### src/rtl/fetch_queue.sv
// fetch_queue: circular instruction queue between the PC/Fetch stage and Decode.
// Each entry holds {instr, pc, pc+4}. A flush from Execute discards queued and incoming
// entries. When the queue is empty, Decode sees a NOP with zero PCs.
// Optional feature: define FETCH_QUEUE_BYPASS_EN to forward an incoming entry straight
// to Decode while the queue is empty. In the default build there is no combinational
// path from enq_* to deq_*.
module fetch_queue #(
  parameter int DATA_WIDTH = 32,
  parameter int DEPTH      = 4
) (
  input  logic                    clk,
  input  logic                    rst,
  input  logic                    enq_valid_i,
  input  logic [DATA_WIDTH-1:0]   enq_instr_i,
  input  logic [DATA_WIDTH-1:0]   enq_pc_i,
  input  logic [DATA_WIDTH-1:0]   enq_pc_plus4_i,
  output logic                    enq_ready_o,
  input  logic                    flush_i,
  output logic                    deq_valid_o,
  output logic [DATA_WIDTH-1:0]   deq_instr_o,
  output logic [DATA_WIDTH-1:0]   deq_pc_o,
  output logic [DATA_WIDTH-1:0]   deq_pc_plus4_o,
  input  logic                    deq_ready_i,
  output logic [$clog2(DEPTH):0]  count_o
);
  localparam int AW = $clog2(DEPTH);
  localparam int CW = AW + 1;
  localparam logic [DATA_WIDTH-1:0] NOP = DATA_WIDTH'(32'h0000_0013);

  typedef struct packed {
    logic [DATA_WIDTH-1:0] instr;
    logic [DATA_WIDTH-1:0] pc;
    logic [DATA_WIDTH-1:0] pc4;
  } entry_t;

  entry_t        mem [DEPTH];
  entry_t        head, incoming;
  logic [AW-1:0] wptr, rptr;
  logic [CW-1:0] count;
  logic          empty, bypass, do_enq, do_deq, push, pop;

  assign incoming    = '{instr: enq_instr_i, pc: enq_pc_i, pc4: enq_pc_plus4_i};
  assign head        = mem[rptr];
  assign empty       = (count == '0);
  assign enq_ready_o = (count < CW'(DEPTH));
  assign count_o     = count;

`ifdef FETCH_QUEUE_BYPASS_EN
  assign bypass = empty && enq_valid_i && !flush_i;
`else
  assign bypass = 1'b0;
`endif

  // Present the head entry, the bypassed entry, or a NOP bubble to Decode
  always_comb begin
    deq_valid_o    = 1'b0;
    deq_instr_o    = NOP;
    deq_pc_o       = '0;
    deq_pc_plus4_o = '0;
    if (bypass) begin
      deq_valid_o    = 1'b1;
      deq_instr_o    = incoming.instr;
      deq_pc_o       = incoming.pc;
      deq_pc_plus4_o = incoming.pc4;
    end else if (!empty) begin
      deq_valid_o    = !flush_i;
      deq_instr_o    = head.instr;
      deq_pc_o       = head.pc;
      deq_pc_plus4_o = head.pc4;
    end
  end

  // Handshakes; a bypassed entry that Decode takes is never written or popped
  always_comb begin
    do_enq = enq_valid_i && enq_ready_o && !flush_i;
    do_deq = deq_valid_o && deq_ready_i && !flush_i;
    push   = do_enq && !(bypass && deq_ready_i);
    pop    = do_deq && !bypass;
  end

  // Pointers and occupancy; reset beats flush, flush beats enqueue/dequeue
  always_ff @(posedge clk) begin
    if (rst || flush_i) begin
      wptr  <= '0;
      rptr  <= '0;
      count <= '0;
    end else begin
      if (push) wptr <= wptr + AW'(1);
      if (pop)  rptr <= rptr + AW'(1);
      case ({push, pop})
        2'b10:   count <= count + CW'(1);
        2'b01:   count <= count - CW'(1);
        default: count <= count;
      endcase
    end
  end

  // Entry storage; contents are not cleared by reset
  always_ff @(posedge clk) begin
    if (push && !rst) mem[wptr] <= incoming;
  end
endmodule

### config.mk
export PLATFORM = sky130hd
export DESIGN_NAME = fetch_queue
export DESIGN_NICKNAME = d
export VERILOG_FILES = /design/src/rtl/fetch_queue.sv
export SDC_FILE = /design/constraint.sdc
export NUM_CORES = 1
export LEC_CHECK = 0
export BUFFER_PORTS_ARGS = -buffer_cell sky130_fd_sc_hd__buf_2
export CORE_MARGIN = 3
export CORE_UTILIZATION = 62
export CTS_CLUSTER_DIAMETER = 60
export CTS_CLUSTER_SIZE = 10
export DETAILED_ROUTE_END_ITERATION = 16
export PLACE_DENSITY = 0.85
export SETUP_SLACK_MARGIN = 0.02
export SLEW_MARGIN = 20
export SYNTH_ARGS = -nofsm -noshare
export SYNTH_HDL_FRONTEND = slang
export SYNTH_SLANG_ARGS = --single-unit
### constraint.sdc
create_clock -name clk -period 5.6 [get_ports clk]
set_clock_uncertainty 0.2 [all_clocks]
set_input_delay 0.28 -clock clk [delete_from_list [all_inputs] [get_ports clk]]
set_output_delay 0.28 -clock clk [all_outputs]
set_load 0.1 [all_outputs]
==> flow_summary_export.csv <==
group,metric,value,unit
placed_design,dp_hpwl,17000,µm
pwr,powerDensity,335,nW/µm²
placed_design,place_congestion,0.728,
floorplanning,fp.dieH,161,µm
layout,final_common_cell,"edfxtp_1",
layout,syn2layout_area_growth,24.2,%
setup_path,path_buf_inv,3,
logic_synthesis,synth_seq_area_share,78.3,%
sta,maxSlewViolCount,0,
floorplanning,die-area,26000,µm²
drt,drt_pass1_iterations,5,
run_status,status,"finished clean",
setup_path,startpoint_type,"flip-flop",
setup_path,path_delay_family,"buffers and inverters",
clock_network,cts.sinks,393,
floorplanning,ios,202,
pwr,p_comb_share,6.6,%
global_route,grt_pass1_vias,8217,
setup_path,rr_startpoint,"count_o[2]",
drt,drc,0,
logic_synthesis,syn-num-nets,770,
pwr,p_leak,6.33,nW
drt,vias_per_cell,5.78,
logic_synthesis,synth-async-reset-ratio,0,%
worst_hold_path,min-delay-start,"flush_i",
sta,max_freq,289,MHz
pwr,p_sw,0.00132,W
worst_hold_path,hold_path.class,"in -> reg",
clock_network,post_cts_resized,0,
clock_network,root_buffer,"clkbuf_16",
sta,fin_crit,3.46,ns
layout,fill_cells,1158,
drt,vias,7687,
global_route,grt_max_degree,62,
floorplanning,chipWidth,161,µm
placed_design,portBuffers,201,
sta,hold_ws,0.0958,ns
setup_path,setup.worst_path.start,"count_o[0]",
clock_network,numCtsBuffers,45,
drt,drtAntennaViolNets,0,
setup_path,max_stage_delay,0.59,ns
sta,tightestPinTransition,0.968,ns
sta,worst_slew_margin_rel,35.5,%
global_route,grt_pass1_wl,47500,µm
clock_network,clk_latency,0.51,ns
sta,fin_crit_sh,61.8,%
drt,drt-total-wl,30900,µm
logic_synthesis,synth_area_per_cell,22.6,µm²
setup_path,end_kind,"output port",
setup_path,crit_top_cell,"buf_4",
setup_path,worstSetupPathType,"reg -> out",
global_route,grt_use_total,24.1,%
drt,dr.first_iter.drc_count,677,
layout,drive_gt1_share,36.4,%
placed_design,dp_cells,1161,
floorplanning,start_util,63.3,%
global_route,grt-ovfl-total,0,
setup_path,path_cells,"nor3_4, buf_4, buf_4, or2_1, buf_2",
setup_path,cpMaxStageDelayCell,"buf_4",
layout,fin_nets,1095,
floorplanning,row_count,56,
sta,rsz0062_at_grt,"false",
setup_path,required,5.12,ns
clock_network,post_cts_buffers,0,
clock_network,clock_path_buffers,3,
pwr,clkPwrFrac,40.8,%
sta,setup_violations,0,
sta,tns,0,ns
pwr,p_sw_share,21.1,%
clock_network,cts_tree,"done",
drt,avgRoutedWirePerCell,23.2,µm
global_route,antenna_found_initial,1,
logic_synthesis,synthCells,663,
setup_path,critPathArrivalTime,2.98,ns
clock_network,htree_levels,2,
sta,finalHoldViolCount,0,
pwr,peakVddDrop,254,µV
logic_synthesis,synth_flop_cell,"edfxtp_1",
clock_network,path_clk_slew,0.05,ns
logic_synthesis,synth_area,15000,µm²
layout,finalNonFillerCells,1330,
layout,mostFrequentLayoutCells,"edfxtp_1, buf_2, dlygate4sd3_1, mux4_2, nor2b_1",
logic_synthesis,yosys_register_bits,393,
logic_synthesis,synth-edff-count,384,
floorplanning,core,23600,µm²
run,drv_cap,0,
logic_synthesis,yosysWarnings,0,
setup_path,worst-path-max-fanout,58,
pwr,internal-power,0.00491,W
pwr,seqPwrFrac,52.6,%
logic_synthesis,ys_types,24,
==> routing by layer <==
layer  vias up  wire length [µm]  GRT usage (%)
li1       3342                 -              -
met1      3926             12300           33.5
met2       386             15500           39.7
met3        33              2670           6.26
met4         0               399           5.63
met5         -                 0              0
==> cell families after synthesis <==
| kind of cell | after synthesis | synth area share, % |
|---|---|---|
| DFF | 393 | 78.3 |
| and+or+nand+nor | 117 | 4.78 |
| muxes | 97 | 14.5 |
| buffers and inverters | 40 | 1.36 |
| AOI/OAI and AO/OA | 6 | 0.218 |
| adders and majority gates | 6 | 0.552 |
| xor gates and xnor gates | 4 | 0.234 |
==> power by group through the flow <==
stage | Clock, W | Sequential [W] | Combinational [W]
6_report | 0.00254 | 0.00327 | 0.000410
2_1_floorplan | 0 | 0.00333 | 0.000239
4_1_cts | 0.00257 | 0.00327 | 0.000405
3_3_place_gp | 0 | 0.00333 | 0.000338
5_1_grt | 0.00270 | 0.00327 | 0.000429
3_5_place_dp | 0 | 0.00333 | 0.000347
==> sequential cells by signal, indices dropped and copies added (netlist names), named ones only <==
name	count
rptr	2
count_o	3
wptr	2
mem	384
==> worst reg2reg max path: cells and delay by family (launching register included) <==
family | cells | cell delay, ns
buf+inv | 1 | 0.71
simple gates | 2 | 1.49
flops | 1 | 0.39
==> path summary, 6_finish.rpt <==
path         depth (start not counted)              to  slack [ns]
min reg2reg                          2       flip-flop        0.31
max                                  5  deq_instr_o[1]        2.14
min                                  3         wptr[0]         0.1
max reg2reg                          3      mem[3][69]        2.42
==> per-stage QoR <==
stage	utilization [%]	total power, W	area, µm²	worst slack (ns)
after floorplan	-	0.00357	15000	1.47
after global placement	69.0	0.00367	16300	2.46
after detailed placement	69.0	0.00368	16300	2.41
after CTS	78.5	0.00625	18500	1.81
after global routing	78.6	0.00640	18600	2.00
final	78.6	0.00622	18600	2.14
==> cell usage after synthesis (2+ instances only) <==
library cell / n / area share [%]
a21oi_1: 3 / 0.10
and3_1: 4 / 0.17
buf_2: 13 / 0.44
buf_6: 5 / 0.38
clkbuf_1: 16 / 0.40
dfxtp_1: 9 / 1.2
edfxtp_1: 384 / 77
ha_1: 5 / 0.42
inv_1: 6 / 0.15
mux4_2: 96 / 14
nor2_1: 10 / 0.25
nor2b_1: 94 / 3.9
o21ai_0: 2 / 0.067
or2_1: 3 / 0.13
or3_1: 2 / 0.084
xor2_1: 3 / 0.18
==> what timing repair did <==
item	4_1_cts	5_1_grt
hold endpoints to repair	392	0
setup endpoints to repair	0	0
hold buffers	98	0
==> area by class of cell <==
cell class | instances | area [µm²] | area share (%)
sequential | 393 | 11700 | 63.1
multi-input combinational | 230 | 3060 | 16.5
timing repair buffer | 312 | 2100 | 11.3
clock buffer | 64 | 1240 | 6.68
tap | 319 | 399 | 2.15
inverter | 6 | 22.5 | 0.121
clock inverter | 4 | 21.3 | 0.115
antenna | 2 | 5.00 | 0.0270
Power figures use the tool's default switching activity.
